--- src/rtl/seg_pkg.sv ---
// Shared constants for the seven-segment scan driver: glyphs, off codes, digit indices.
package seg_pkg;

  localparam int unsigned NIB_W   = 4;
  localparam int unsigned GLYPH_W = 7;
  localparam int unsigned SEG_W   = 8;
  localparam int unsigned DIG_N   = 4;
  localparam int unsigned SCAN_W  = 2;

  // Active-high g..a segment patterns
  localparam logic [GLYPH_W-1:0] GLYPH_0 = 7'h3F;
  localparam logic [GLYPH_W-1:0] GLYPH_1 = 7'h06;
  localparam logic [GLYPH_W-1:0] GLYPH_2 = 7'h5B;
  localparam logic [GLYPH_W-1:0] GLYPH_3 = 7'h4F;
  localparam logic [GLYPH_W-1:0] GLYPH_4 = 7'h66;
  localparam logic [GLYPH_W-1:0] GLYPH_5 = 7'h6D;
  localparam logic [GLYPH_W-1:0] GLYPH_6 = 7'h7D;
  localparam logic [GLYPH_W-1:0] GLYPH_7 = 7'h07;
  localparam logic [GLYPH_W-1:0] GLYPH_8 = 7'h7F;
  localparam logic [GLYPH_W-1:0] GLYPH_9 = 7'h6F;
  localparam logic [GLYPH_W-1:0] GLYPH_A = 7'h77;
  localparam logic [GLYPH_W-1:0] GLYPH_B = 7'h7C;
  localparam logic [GLYPH_W-1:0] GLYPH_C = 7'h39;
  localparam logic [GLYPH_W-1:0] GLYPH_D = 7'h5E;
  localparam logic [GLYPH_W-1:0] GLYPH_E = 7'h79;
  localparam logic [GLYPH_W-1:0] GLYPH_F = 7'h71;

  localparam logic [SEG_W-1:0] SEG_OFF   = 8'hFF;
  localparam logic [DIG_N-1:0] DIGIT_OFF = 4'hF;

  localparam logic [SCAN_W-1:0] DIG_UNITS     = 2'd0;
  localparam logic [SCAN_W-1:0] DIG_TENS      = 2'd1;
  localparam logic [SCAN_W-1:0] DIG_HUNDREDS  = 2'd2;
  localparam logic [SCAN_W-1:0] DIG_THOUSANDS = 2'd3;

  // Per-frame input snapshot; val[3] is the leftmost digit
  typedef struct packed {
    logic [DIG_N-1:0][NIB_W-1:0] val;
    logic [DIG_N-1:0]            dp;
    logic                        blank_lz;
  } snap_t;

endpackage

--- src/rtl/seg_glyph_rom.sv ---
// Combinational nibble-to-glyph decoder; hex digits A..F are always shown.
module seg_glyph_rom
  import seg_pkg::*;
(
  input  logic [NIB_W-1:0]   i_val,
  output logic [GLYPH_W-1:0] o_glyph_c
);

  // Decode one nibble to its active-high segment pattern
  always_comb begin
    o_glyph_c = GLYPH_0;
    case (i_val)
      4'h0: o_glyph_c = GLYPH_0;
      4'h1: o_glyph_c = GLYPH_1;
      4'h2: o_glyph_c = GLYPH_2;
      4'h3: o_glyph_c = GLYPH_3;
      4'h4: o_glyph_c = GLYPH_4;
      4'h5: o_glyph_c = GLYPH_5;
      4'h6: o_glyph_c = GLYPH_6;
      4'h7: o_glyph_c = GLYPH_7;
      4'h8: o_glyph_c = GLYPH_8;
      4'h9: o_glyph_c = GLYPH_9;
      4'hA: o_glyph_c = GLYPH_A;
      4'hB: o_glyph_c = GLYPH_B;
      4'hC: o_glyph_c = GLYPH_C;
      4'hD: o_glyph_c = GLYPH_D;
      4'hE: o_glyph_c = GLYPH_E;
      4'hF: o_glyph_c = GLYPH_F;
      default: o_glyph_c = GLYPH_0;
    endcase
  end

endmodule

--- src/rtl/seg_scan_driver.sv ---
// 4-digit common-anode scan driver: per-frame snapshot, leading-zero blanking,
// anti-ghosting blank interval at the start of every digit slot.
module seg_scan_driver
  import seg_pkg::*;
#(
  parameter int unsigned DIGIT_TICKS = 12500,
  parameter int unsigned BLANK_TICKS = 64
)
(
  input  logic             CLK,
  input  logic             RST,
  input  logic [NIB_W-1:0] units,
  input  logic [NIB_W-1:0] tens,
  input  logic [NIB_W-1:0] hundreds,
  input  logic [NIB_W-1:0] thousands,
  input  logic [DIG_N-1:0] dp_en,
  input  logic             blank_lz,
  output logic [SEG_W-1:0] SEG,
  output logic [DIG_N-1:0] DIGIT,
  output logic             frame_tick
);

  localparam int unsigned TICK_W = (DIGIT_TICKS > 1) ? $clog2(DIGIT_TICKS) : 1;
  localparam logic [TICK_W-1:0] TICK_LAST  = TICK_W'(DIGIT_TICKS - 1);
  localparam logic [TICK_W-1:0] TICK_BLANK = TICK_W'(BLANK_TICKS);

  logic [TICK_W-1:0]  r_tick;
  logic [SCAN_W-1:0]  r_scan_idx;
  snap_t              r_snap;

  logic               w_slot_end;
  logic               w_capture;
  logic [NIB_W-1:0]   w_cur_val;
  logic [GLYPH_W-1:0] w_glyph;
  logic               w_lz_zero;
  logic               w_blank;
  logic [SEG_W-1:0]   w_seg_nxt;
  logic [DIG_N-1:0]   w_digit_nxt;

  assign w_slot_end = (r_tick == TICK_LAST);
  assign w_capture  = w_slot_end && (r_scan_idx == DIG_THOUSANDS);

  // Slot tick counter and digit scan index
  always_ff @(posedge CLK or posedge RST) begin
    if (RST) begin
      r_tick     <= '0;
      r_scan_idx <= DIG_UNITS;
    end else if (w_slot_end) begin
      r_tick     <= '0;
      r_scan_idx <= r_scan_idx + SCAN_W'(1);
    end else begin
      r_tick     <= r_tick + TICK_W'(1);
    end
  end

  // Latch all inputs once per frame, on the same edge that starts the units slot
  always_ff @(posedge CLK or posedge RST) begin
    if (RST) begin
      r_snap <= '0;
    end else if (w_capture) begin
      r_snap <= {thousands, hundreds, tens, units, dp_en, blank_lz};
    end
  end

  assign w_cur_val = r_snap.val[r_scan_idx];

  seg_glyph_rom u_glyph_rom (
    .i_val     (w_cur_val),
    .o_glyph_c (w_glyph)
  );

  // True when this digit and every digit to its left hold zero (units excluded)
  always_comb begin
    w_lz_zero = 1'b0;
    case (r_scan_idx)
      DIG_THOUSANDS: w_lz_zero = (r_snap.val[3] == 4'd0);
      DIG_HUNDREDS:  w_lz_zero = ((r_snap.val[3] | r_snap.val[2]) == 4'd0);
      DIG_TENS:      w_lz_zero = ((r_snap.val[3] | r_snap.val[2] | r_snap.val[1]) == 4'd0);
      default:       w_lz_zero = 1'b0;
    endcase
  end

  // Blank during the slot guard time, or for a suppressed leading zero without dp
  always_comb begin
    w_blank     = (r_tick < TICK_BLANK) ||
                  (w_lz_zero && r_snap.blank_lz && !r_snap.dp[r_scan_idx]);
    w_seg_nxt   = SEG_OFF;
    w_digit_nxt = DIGIT_OFF;
    if (!w_blank) begin
      w_seg_nxt   = {~r_snap.dp[r_scan_idx], ~w_glyph};
      w_digit_nxt = DIG_N'(~(4'b0001 << r_scan_idx));
    end
  end

  // Registered active-low drives and frame pulse
  always_ff @(posedge CLK or posedge RST) begin
    if (RST) begin
      SEG        <= SEG_OFF;
      DIGIT      <= DIGIT_OFF;
      frame_tick <= 1'b0;
    end else begin
      SEG        <= w_seg_nxt;
      DIGIT      <= w_digit_nxt;
      frame_tick <= w_capture;
    end
  end

endmodule
--- config.mk ---
export PLATFORM = sky130hd
export DESIGN_NAME = seg_scan_driver
export DESIGN_NICKNAME = d
export VERILOG_FILES = /design/src/rtl/seg_pkg.sv /design/src/rtl/seg_glyph_rom.sv /design/src/rtl/seg_scan_driver.sv
export SDC_FILE = /design/constraint.sdc
export NUM_CORES = 1
export LEC_CHECK = 0
export CORE_ASPECT_RATIO = 0.6
export CORE_MARGIN = 1
export CORE_UTILIZATION = 56
export CTS_CLUSTER_SIZE = 20
export DETAILED_ROUTE_END_ITERATION = 16
export GPL_TIMING_DRIVEN = 0
export PLACE_DENSITY_LB_ADDON = 0.05
export SYNTH_ARGS = -nofsm -noshare
export SYNTH_HDL_FRONTEND = slang
export SYNTH_SLANG_ARGS = --single-unit
export TNS_END_PERCENT = 10
--- constraint.sdc ---
create_clock -name CLK -period 3.6 [get_ports CLK]
set_input_delay 1.08 -clock CLK [delete_from_list [all_inputs] [get_ports CLK]]
set_output_delay 1.08 -clock CLK [all_outputs]
set_load 0.05 [all_outputs]
Word level (Yosys, flattened, before mapping) --
Memory sizes are Yosys's and may differ from the RTL's. Cells that the tools add are included.
Storage, ports and cells: bits in read-only memories 112, memories kept 1, word-level logic and storage cells 42, bits in registers 50
Cells by class: order comparisons 2, $add $sub $neg 2, eq/ne operators 4, bitwise operators 5, shifts and indexed selects 1, multiplexer cells 8, reductions and logical operators 8
Memories:
- (name not given) | words 16, bits a word 7, read ports 1, clocked after memory_dff 0, wr ports 0, RTL line seg_glyph_rom.sv:12 | case (i_val)
Operators by type and width (number):
- 14-bit by 1-bit adder with 14-bit output, second input constant | 1
- 14-bit == test, second input constant | 1
- 14-bit by 7-bit less-than comparator with 1-bit output, second input constant | 1
- 14-bit 2-to-1 mux | 1
- 4-bit zero test | 3
- 4-bit binary-select mux with 2-bit select | 1
- 4-bit 2-to-1 mux | 2
- 8-bit 2-to-1 mux | 1
- 4-bit bitwise OR | 2
- 7-bit NOT | 1
- 2-bit == test, second input constant | 2
- 4-bit NOT | 1
- 1-bit by 2-bit << shifter with 4-bit output, first input constant | 1
- 1-bit logical AND | 3
- 2-bit by 3-bit less-than comparator with 1-bit output, second input constant | 1
- 1-bit case mux with 3 select lines | 1
- 2-bit by 1-bit adder with 2-bit output, second input constant | 1
- 1-bit binary-select mux with 2-bit select | 1
- 2-bit by 1-bit == test with 1-bit output, second input constant | 1
- 1-bit zero test | 1
- 1-bit logical OR | 1
- 1-bit 2-to-1 mux | 1
- 1-bit NOT | 1

Depth between registers and ports, before layout --
Gate-level depths: netlist of run 1.
word-level depth 8, gate-level depth with buffers 8, mapped depth without buffers 7

By module --
Synthesis of run 1 repeated with hierarchy kept, for this count alone.
Unflattened totals: cells, all modules 195, area, all modules 2467.4 um2
By module, submodules not included:
- seg_scan_driver | sequential area each 1266.2 um2, times used 1, area each 2179.6 um2, cells an instance 162
- seg_glyph_rom | sequential area each 0.0 um2, times used 1, area each 287.8 um2, cells an instance 33

Least setup slack after synthesis of run 1 --
No wires, ideal clock.
path type register to register, start point reg r_scan_idx[0], end point reg SEG[0], clock period less this slack 2.101 ns, slack 1.499 ns, path buffers 1, stages on the path, launching flop included 9, data required time 3.495 ns, arrival time 1.996 ns, cell sequence dfrtp_1 > buf_6 > mux4_2 > inv_1 > ha_1 > mux2i_1 > a21oi_1 > nor2_1 > o41ai_1
Between the ends: cells in the longest elaborated chain, start to end 6
RTL lines:
- from (decl) | RTL line seg_scan_driver.sv:28 | logic [SCAN_W-1:0] r_scan_idx;
- from (signal assigned) | RTL line seg_scan_driver.sv:50 | r_scan_idx <= r_scan_idx + SCAN_W'(1);
- parallel branches: the longest is 5 deep, another holds memory read 16 x 7 bit
- 8-bit 2-to-1 mux * | RTL line seg_scan_driver.sv:89 | if (!w_blank) begin
- via w_seg_nxt[0] | RTL line seg_scan_driver.sv:37 | logic [SEG_W-1:0] w_seg_nxt;
- to (signal assigned) | RTL line seg_scan_driver.sv:102 | SEG <= w_seg_nxt;
- to (decl) | RTL line seg_scan_driver.sv:18 | output logic [SEG_W-1:0] SEG,
Mark *: on every way through the listed nets, which the timed path passes. The select of a mux whose other input is x is not followed. A chain may end at the register's enable or synchronous reset.

Final worst setup path of run 1 --
start point reg SEG[7], end point out SEG[7]
No word-level cell between the ends.

==> flow_results.xml, run 1 <==
<?xml version="1.0" encoding="UTF-8"?>
<metrics>
  <group name="pwr">
    <metric name="cellPowerDensity" unit="nW/um^2">328.5</metric>
    <metric name="power.switching" unit="uW">224.1</metric>
    <metric name="sequentialPowerShare" unit="%">58.2</metric>
    <metric name="share_clk_of_total_power" unit="%">32.9</metric>
    <metric name="internal_portion_of_total_power" unit="uW">782.5</metric>
    <metric name="power.static_leakage" unit="uW">0.001351</metric>
    <metric name="power.share.switching" unit="%">22.27</metric>
    <metric name="pwr-share-comb" unit="%">8.9</metric>
    <metric name="irDropWorstVdd" unit="V">0.0002338</metric>
  </group>
  <group name="timing">
    <metric name="setup-violations-final" unit="">0</metric>
    <metric name="tightest_pin_transition" unit="ns">0.5418</metric>
    <metric name="maxClockFrequency" unit="MHz">371.2</metric>
    <metric name="fin_crit" unit="ns">2.694</metric>
    <metric name="finalHoldViolCount" unit="">0</metric>
    <metric name="fin_setup_tns" unit="ns">0</metric>
    <metric name="post-route-period-util" unit="%">74.83</metric>
    <metric name="report.final.slew_viol_count" unit="">0</metric>
    <metric name="grt_setup_unrepaired" unit="">false</metric>
    <metric name="timing.clock.skew" unit="ns">0.004332</metric>
    <metric name="worst_case_headroom_to_the_max_slew_limit" unit="%">63.60</metric>
  </group>
  <group name="yosys">
    <metric name="synthCells" unit="">206</metric>
    <metric name="synth_ff_type" unit="">sky130_fd_sc_hd__dfrtp_1</metric>
    <metric name="ys_seq_area_share" unit="%">50.10</metric>
    <metric name="synth_top_area_share" unit="%">37.62</metric>
    <metric name="synth-edff-count" unit="">0</metric>
    <metric name="yosys.cell_types.count" unit="">40</metric>
    <metric name="synth_area_leader_cell" unit="">sky130_fd_sc_hd__dfrtp_1</metric>
    <metric name="synth_warnings" unit="">0</metric>
    <metric name="post_synth_instance_area" unit="sq um">2527</metric>
    <metric name="ys_ff_latch" unit="">50</metric>
    <metric name="synth_fp_nets" unit="">240</metric>
    <metric name="avgSynthCellArea" unit="sq um">12.27</metric>
    <metric name="postSynth.asyncResetShare" unit="%">100.0</metric>
    <metric name="synthTopCellsByArea" unit="">sky130_fd_sc_hd__dfrtp_1 (38%), sky130_fd_sc_hd__dfstp_2 (12%), sky130_fd_sc_hd__mux2_4 (11%)</metric>
  </group>
  <group name="layout">
    <metric name="final_standard_cell_utilization_of_the_core" unit="%">72.76</metric>
    <metric name="final_net_count" unit="">283</metric>
    <metric name="register_area" unit="sq um">1266</metric>
    <metric name="layout-drive-gt1-share" unit="%">23.20</metric>
    <metric name="filler_cell_count" unit="">294</metric>
    <metric name="multi_input_area" unit="sq um">1174</metric>
    <metric name="flow.area_growth_from_synthesis" unit="%">21.24</metric>
    <metric name="diodes" unit="">0</metric>
  </group>
  <group name="setup_path">
    <metric name="worstPathBufferInverterCount" unit="">1</metric>
    <metric name="timing.rr.start" unit="">r_scan_idx[0]$_DFFE_PP0N_</metric>
    <metric name="cp_max_fo" unit="">1</metric>
    <metric name="worst_r2r_path_depth" unit="">8</metric>
    <metric name="start_kind" unit="">flip-flop</metric>
    <metric name="critical-path-slowest-cell" unit="">sky130_fd_sc_hd__clkdlybuf4s50_1</metric>
    <metric name="critical_path.endpoint_type" unit="">output port</metric>
    <metric name="cells_along_the_critical_path" unit="">clkdlybuf4s50_1</metric>
    <metric name="critical_path.reg2reg.endpoint" unit="">SEG[0]$_DFF_PP1_</metric>
    <metric name="reg2reg_setup_slack" unit="ns">1.11</metric>
    <metric name="path_delay_family" unit="">buffers and inverters</metric>
    <metric name="crit_required" unit="ns">2.52</metric>
    <metric name="cp.arrival" unit="ns">1.61</metric>
    <metric name="path_class" unit="">reg2out</metric>
    <metric name="highest_cell_delay_on_the_worst_timing_path" unit="ns">0.79</metric>
  </group>
  <group name="grt">
    <metric name="number_of_antenna_violations_at_the_first_check_in_global_routing" unit="">0</metric>
    <metric name="via_count_of_the_first_global_routing_pass" unit="">1576</metric>
    <metric name="grt_max_degree" unit="">45</metric>
    <metric name="global_route.overflow_total" unit="">0</metric>
    <metric name="grt_pass1_wl" unit="mm">7.935</metric>
    <metric name="grtUsageTotal" unit="%">23.10</metric>
  </group>
  <group name="floorplanning">
    <metric name="die_area" unit="sq um">4795</metric>
    <metric name="initial_core_util" unit="%">60.01</metric>
    <metric name="io-pin-count" unit="">36</metric>
    <metric name="die_x_extent" unit="um">88.73</metric>
    <metric name="placement_rows" unit="">18</metric>
    <metric name="chipHeight" unit="um">54.04</metric>
    <metric name="design.core.area" unit="sq um">4212</metric>
  </group>
  <group name="place">
    <metric name="hpwl" unit="mm">3.730</metric>
    <metric name="placement.io_buffers" unit="">35</metric>
    <metric name="place.gp.congestion" unit="">0.8465</metric>
  </group>
  <group name="clock_tree">
    <metric name="cts_max_path_buffers" unit="">2</metric>
    <metric name="cts_setup_buffers" unit="">0</metric>
    <metric name="clkLatencyLatePin" unit="ns">0.29</metric>
    <metric name="h-tree-depth" unit="">2</metric>
    <metric name="cts_inserted_buffers" unit="">5</metric>
    <metric name="tritoncts" unit="">yes</metric>
    <metric name="clkSinkCount" unit="">50</metric>
    <metric name="clockRootBuffer" unit="">sky130_fd_sc_hd__clkbuf_8</metric>
    <metric name="hold_buffers" unit="">0</metric>
    <metric name="cts.repair.resized" unit="">0</metric>
    <metric name="cts.clk_slew.worst_paths" unit="ns">0.09</metric>
  </group>
  <group name="detailed_routing">
    <metric name="drc_errors" unit="">0</metric>
    <metric name="detail_route.wirelength" unit="mm">4.971</metric>
    <metric name="drt-wirelength-per-cell" unit="um">16.04</metric>
    <metric name="viasPerCell" unit="">5.487</metric>
    <metric name="route.vias.total" unit="">1701</metric>
    <metric name="detail-route-antenna-nets" unit="">0</metric>
    <metric name="drt_pass1_iterations" unit="">4</metric>
    <metric name="drt_iter0_drc" unit="">90</metric>
  </group>
  <group name="worst_hold_path">
    <metric name="worstHoldPathType" unit="">reg2reg</metric>
    <metric name="hold_depth" unit="">1</metric>
    <metric name="worstHoldStart" unit="">r_snap[3]$_DFFE_PP0P_</metric>
    <metric name="holdPathEnd" unit="">r_snap[3]$_DFFE_PP0P_</metric>
  </group>
  <group name="run">
    <metric name="drv_cap" unit="">0</metric>
  </group>
  <group name="run_status">
    <metric name="result_of_the_run" unit="">finished, final reports clean</metric>
  </group>
</metrics>
-- cells by family after synthesis --
logic type      after synthesis  synth area share [%]
fa+ha+maj                    11                 5.445
xor+xnor                     15                 5.198
buf+inv                      16                 3.465
mux                          31                 18.17
simple gates                 67                 13.51
compound gates               16                 4.110
flops                        50                 50.10
-- state kept, by name, summed over array words and instances, names as in the netlist --
register    count
r_snap         21
r_tick         14
SEG             8
DIGIT           4
r_scan_idx      2
frame_tick      1
-- worst max-delay path by stage --
stage | from | to | slack, ns | cells past startpoint
2_1_floorplan | RST | frame_tick$_DFF_PP0_ | 1.34 | 1
3_3_place_gp | RST | frame_tick$_DFF_PP0_ | 0.51 | 2
3_5_place_dp | r_scan_idx[0]$_DFFE_PP0N_ | SEG[0]$_DFF_PP1_ | 1.18 | 8
4_1_cts | DIGIT[0]$_DFF_PP1_ | DIGIT[0] | 0.90 | 1
5_1_grt | DIGIT[0]$_DFF_PP1_ | DIGIT[0] | 0.86 | 1
6_report | SEG[7]$_DFF_PP1_ | SEG[7] | 0.91 | 1
-- layer usage --
layer / wire, um / up-vias / track usage, % / share of wire, %
met5: 0 / - / 0 / 0
met3: 231 / 4 / 4.755 / 4.6
met2: 2193 / 57 / 35.26 / 44
met4: 26 / 0 / 4.839 / 0.52
met1: 2519 / 846 / 34.25 / 51
li1: - / 794 / - / -
-- cell usage in the layout, fill, tap and decap left out, types with 3 or more instances in the layout --
cell                              instances
sky130_fd_sc_hd__dfstp_2                 12
sky130_fd_sc_hd__mux2_2                   3
sky130_fd_sc_hd__xor2_1                   8
sky130_fd_sc_hd__mux2_4                  19
sky130_fd_sc_hd__dfrtp_1                 38
sky130_fd_sc_hd__clkbuf_8                 6
sky130_fd_sc_hd__xnor2_1                  7
sky130_fd_sc_hd__nand3b_1                 3
sky130_fd_sc_hd__buf_6                    3
sky130_fd_sc_hd__clkdlybuf4s50_1         35
sky130_fd_sc_hd__nand2_1                 18
sky130_fd_sc_hd__inv_1                    7
sky130_fd_sc_hd__nor2_1                  13
sky130_fd_sc_hd__nor4_1                   4
sky130_fd_sc_hd__mux2i_1                  5
sky130_fd_sc_hd__ha_1                    11
sky130_fd_sc_hd__a21oi_1                  6
sky130_fd_sc_hd__nor3_1                   5
sky130_fd_sc_hd__buf_2                    4
sky130_fd_sc_hd__nand3_1                 10
sky130_fd_sc_hd__mux4_2                   4
-- cell type report --
class                      instances  area share (%)
inverter                           8          0.9800
multi-input combinational        140           38.30
timing repair buffer              36           12.09
tap                               60           2.450
clock inverter                     1          0.1633
buffer                             8           1.878
clock buffer                       7           2.817
sequential                        50           41.32
-- stage by stage --
step	setup WS (ns)	hold WS, ns	instances	total power, uW	instance area, sq um
after floorplan	1.339	0.4751	206	643.1	2527
after global routing	0.8604	0.5298	310	1042	3064
after CTS	0.8975	0.5139	310	1011	3064
after detailed placement	1.178	0.4908	302	685.5	2973
final	0.9062	0.5094	310	1007	3064
after global placement	0.5111	0.4922	301	677.1	2953
-- worst reg2reg max path, cell delays in order (launching register included) --
cell and delay [ns]:
sky130_fd_sc_hd__dfrtp_1 0.41, sky130_fd_sc_hd__buf_6 0.17, sky130_fd_sc_hd__mux4_2 0.60, sky130_fd_sc_hd__inv_1 0.13, sky130_fd_sc_hd__ha_1 0.33, sky130_fd_sc_hd__mux2i_1 0.13
sky130_fd_sc_hd__a21oi_1 0.17, sky130_fd_sc_hd__nor2_1 0.06, sky130_fd_sc_hd__o41ai_1 0.40
-- synthesized netlist by cell type (2+ instances only) --
master and instances:
sky130_fd_sc_hd__a21oi_1 6, sky130_fd_sc_hd__mux2i_1 5, sky130_fd_sc_hd__o21ai_0 2, sky130_fd_sc_hd__nor2_1 13
sky130_fd_sc_hd__nor3_1 5, sky130_fd_sc_hd__xor2_1 8, sky130_fd_sc_hd__mux4_2 4, sky130_fd_sc_hd__dfstp_2 12
sky130_fd_sc_hd__nor2b_1 2, sky130_fd_sc_hd__xnor2_1 7, sky130_fd_sc_hd__mux2_2 3, sky130_fd_sc_hd__nor3b_1 2
sky130_fd_sc_hd__nand3b_1 3, sky130_fd_sc_hd__ha_1 11, sky130_fd_sc_hd__mux2_4 19, sky130_fd_sc_hd__inv_1 8
sky130_fd_sc_hd__and3_1 2, sky130_fd_sc_hd__nand2_1 18, sky130_fd_sc_hd__buf_6 3, sky130_fd_sc_hd__dfrtp_1 38
sky130_fd_sc_hd__nor4_1 4, sky130_fd_sc_hd__buf_2 4, sky130_fd_sc_hd__nand3_1 10
-- power by group through the flow --
stage | Sequential (uW) | Clock (uW) | Combinational [uW]
6_report | 586 | 332 | 89.3
2_1_floorplan | 591 | 0 | 51.7
3_3_place_gp | 595 | 0 | 81.8
3_5_place_dp | 596 | 0 | 89.4
4_1_cts | 585 | 336 | 89.8
5_1_grt | 587 | 357 | 97.3
Power figures use the tool's default switching activity.
==> inputs of run 2 (changes only) <==
CORE_UTILIZATION = 49   (was 56)
clock period = 2.4 ns   (was 3.6 ns; I/O delays follow)
==> run 2 against run 1 <==
  * Utilization decreased by 7.5 points
  * Clock skew rose by 0.0044 ns
  * Wire length decreased by 3.7%
  * Setup slack worse by 0.84 ns
  * Critical path depth stayed put
  * Global-route usage decreased by 3.2 points
  * Highest routed layer unchanged
==> flow_results.xml, run 2 (same netlist as run 1, synthesis figures left out) <==
<?xml version="1.0" encoding="UTF-8"?>
<metrics>
  <group name="detailed_routing">
    <metric name="drc_errors" unit="">0</metric>
    <metric name="drt_iter0_drc" unit="">71</metric>
    <metric name="detail_route.wirelength" unit="mm">4.789</metric>
    <metric name="drt-wirelength-per-cell" unit="um">15.25</metric>
    <metric name="drt_pass1_iterations" unit="">4</metric>
    <metric name="viasPerCell" unit="">5.226</metric>
    <metric name="route.vias.total" unit="">1641</metric>
    <metric name="detail-route-antenna-nets" unit="">0</metric>
  </group>
  <group name="clock_tree">
    <metric name="cts_inserted_buffers" unit="">5</metric>
    <metric name="tritoncts" unit="">yes</metric>
    <metric name="clkSinkCount" unit="">50</metric>
    <metric name="hold_buffers" unit="">0</metric>
    <metric name="clkLatencyLatePin" unit="ns">0.30</metric>
    <metric name="h-tree-depth" unit="">2</metric>
    <metric name="clockRootBuffer" unit="">sky130_fd_sc_hd__clkbuf_8</metric>
    <metric name="cts_max_path_buffers" unit="">2</metric>
    <metric name="cts.clk_slew.worst_paths" unit="ns">0.09</metric>
  </group>
  <group name="setup_path">
    <metric name="start_kind" unit="">flip-flop</metric>
    <metric name="highest_cell_delay_on_the_worst_timing_path" unit="ns">0.79</metric>
    <metric name="reg2reg_setup_slack" unit="ns">0.12</metric>
    <metric name="worstPathBufferInverterCount" unit="">1</metric>
    <metric name="critical_path.endpoint_type" unit="">output port</metric>
    <metric name="path_class" unit="">reg2out</metric>
    <metric name="critical-path-slowest-cell" unit="">sky130_fd_sc_hd__clkdlybuf4s50_1</metric>
    <metric name="path_delay_family" unit="">buffers and inverters</metric>
    <metric name="crit_required" unit="ns">1.68</metric>
    <metric name="cp_max_fo" unit="">1</metric>
    <metric name="cells_along_the_critical_path" unit="">clkdlybuf4s50_1</metric>
    <metric name="cp.arrival" unit="ns">1.62</metric>
  </group>
  <group name="pwr">
    <metric name="power.static_leakage" unit="uW">0.001365</metric>
    <metric name="irDropWorstVdd" unit="V">0.0002845</metric>
    <metric name="cellPowerDensity" unit="nW/um^2">522.2</metric>
  </group>
  <group name="layout">
    <metric name="stdcell_area" unit="sq um">3103</metric>
    <metric name="post_layout_nonfiller_instances" unit="">314</metric>
    <metric name="most_frequent_cells_in_the_layout" unit="">sky130_fd_sc_hd__dfrtp_1 (38), sky130_fd_sc_hd__clkdlybuf4s50_1 (35), sky130_fd_sc_hd__mux2_4 (19)</metric>
    <metric name="flow.area_growth_from_synthesis" unit="%">22.77</metric>
    <metric name="diodes" unit="">0</metric>
    <metric name="largest_reg_flops" unit="">21</metric>
    <metric name="layout-drive-gt1-share" unit="%">23.90</metric>
    <metric name="final_standard_cell_utilization_of_the_core" unit="%">65.26</metric>
    <metric name="top_regs" unit="">r_snap (21), r_tick (14), SEG (8)</metric>
    <metric name="max_flop_register" unit="">r_snap</metric>
    <metric name="most_common_library_cell_in_the_layout_ignoring_fill_and_taps" unit="">sky130_fd_sc_hd__dfrtp_1</metric>
    <metric name="final_net_count" unit="">284</metric>
  </group>
  <group name="grt">
    <metric name="global_route.overflow_total" unit="">0</metric>
    <metric name="globalRoute.busiestLayer" unit="">met1</metric>
    <metric name="grtUsageTotal" unit="%">19.86</metric>
    <metric name="via_count_of_the_first_global_routing_pass" unit="">1551</metric>
    <metric name="grt_max_degree" unit="">38</metric>
    <metric name="gr-usage-met1" unit="%">33.07</metric>
    <metric name="grt_util_met2" unit="%">25.28</metric>
    <metric name="grt_pass1_wl" unit="mm">8.121</metric>
    <metric name="met3_usage" unit="%">4.856</metric>
    <metric name="number_of_antenna_violations_at_the_first_check_in_global_routing" unit="">0</metric>
  </group>
  <group name="timing">
    <metric name="fin_setup_tns" unit="ns">0</metric>
    <metric name="finalHoldViolCount" unit="">0</metric>
    <metric name="worst_case_headroom_to_the_max_slew_limit" unit="%">66.49</metric>
    <metric name="worst_slack" unit="ns">0.06476</metric>
    <metric name="post-route-period-util" unit="%">97.30</metric>
    <metric name="grt_setup_unrepaired" unit="">false</metric>
    <metric name="fin_crit" unit="ns">2.335</metric>
    <metric name="setup-violations-final" unit="">0</metric>
    <metric name="maxClockFrequency" unit="MHz">428.2</metric>
    <metric name="tightest_pin_transition" unit="ns">0.5010</metric>
    <metric name="report.final.slew_viol_count" unit="">0</metric>
    <metric name="timing.clock.skew" unit="ns">0.008743</metric>
  </group>
  <group name="place">
    <metric name="place.gp.congestion" unit="">0.8353</metric>
    <metric name="dpl_cell_area" unit="sq um">2977</metric>
    <metric name="placement.io_buffers" unit="">35</metric>
    <metric name="preCtsSetupSlack" unit="ns">0.06511</metric>
    <metric name="placedCellCount" unit="">305</metric>
    <metric name="hpwl" unit="mm">3.554</metric>
  </group>
  <group name="floorplanning">
    <metric name="design.core.area" unit="sq um">4755</metric>
    <metric name="chipHeight" unit="um">57.63</metric>
    <metric name="initial_core_util" unit="%">53.16</metric>
    <metric name="die_x_extent" unit="um">94.72</metric>
    <metric name="io-pin-count" unit="">36</metric>
    <metric name="die_area" unit="sq um">5459</metric>
    <metric name="placement_rows" unit="">19</metric>
  </group>
  <group name="worst_hold_path">
    <metric name="worstHoldPathType" unit="">reg2reg</metric>
  </group>
  <group name="run">
    <metric name="drv_cap" unit="">0</metric>
  </group>
  <group name="run_status">
    <metric name="result_of_the_run" unit="">finished, final reports clean</metric>
  </group>
</metrics>
run 2: cell count changes in the layout (fill, tap and decap cells not counted):
cell,before,now
sky130_fd_sc_hd__ha_1,11,10
sky130_fd_sc_hd__buf_4,0,1
sky130_fd_sc_hd__clkinv_2,1,0
sky130_fd_sc_hd__ha_2,0,1
sky130_fd_sc_hd__bufinv_16,0,1
run 2: layout make-up:
type | instances | area [sq um]
Fill cell | 396 | 1652
Sequential cell | 50 | 1266
Multi-Input combinational cell | 140 | 1176
Timing Repair Buffer | 37 | 377.9
Clock buffer | 7 | 86.33
Tap cell | 63 | 78.83
Buffer | 8 | 57.56
Clock inverter | 1 | 30.03
Inverter | 8 | 30.03
run 2: per-layer routing:
| metal | up-vias | wire length (um) |
|---|---|---|
| met5 | - | 0 |
| met4 | 0 | 40 |
| met3 | 7 | 217 |
| met2 | 40 | 1860 |
| met1 | 790 | 2670 |
| li1 | 804 | - |
run 2: through the flow:
step | total power, uW | hold slack [ns]
6_report | 1620 | 0.5121
4_1_cts | 1633 | 0.5180
5_1_grt | 1690 | 0.5397
2_1_floorplan | 964.7 | 0.4751
3_5_place_dp | 1027 | 0.5018
3_3_place_gp | 1020 | 0.4964
run 2: power breakdown:
part           leakage [uW]  total (uW)  internal [uW]  switching, uW
registers          0.000594         879            861           18.2
logic              0.000712         133           80.7           52.2
clock network     0.0000585         608            340            268
total               0.00136        1620           1280            339
run 2: worst paths after layout:
path / to / cells after the start / start
max in group asynchronous: SEG[7]$_DFF_PP1_ / 3 / RST
min: r_snap[4]$_DFFE_PP0P_ / 1 / r_snap[4]$_DFFE_PP0P_
max: DIGIT[0] / 1 / DIGIT[0]$_DFF_PP1_
max reg2reg: SEG[0]$_DFF_PP1_ / 8 / r_scan_idx[0]$_DFFE_PP0N_
min in group asynchronous: r_snap[7]$_DFFE_PP0P_ / 2 / RST
min reg2reg: r_snap[4]$_DFFE_PP0P_ / 1 / r_snap[4]$_DFFE_PP0P_
run 2: timing repair:
action,4_1_cts,5_1_grt
endpoints found under the setup margin,0,1
buffers inserted,0,1
endpoints found under the hold margin,0,0
gates resized for setup,0,1
==> inputs of run 3 (changes only) <==
==> constraint.sdc (replaced) <==
create_clock -name CLK -period 2.4 [get_ports CLK]
set_input_delay 0.48 -clock CLK [delete_from_list [all_inputs] [get_ports CLK]]
set_output_delay 0.48 -clock CLK [all_outputs]
set_load 0.05 [all_outputs]
==> results of run 3 <==
Same layout as run 2 (identical final DEF). Status: finished, final reports clean.
Among the figures that moved: setup slack after layout 0.06476 ns -> 0.1209 ns; hold slack 0.5121 ns -> 0.4476 ns; start point of the critical path DIGIT[0]$_DFF_PP1_ -> r_scan_idx[0]$_DFFE_PP0N_; end point of the critical path DIGIT[0] -> SEG[0]$_DFF_PP1_
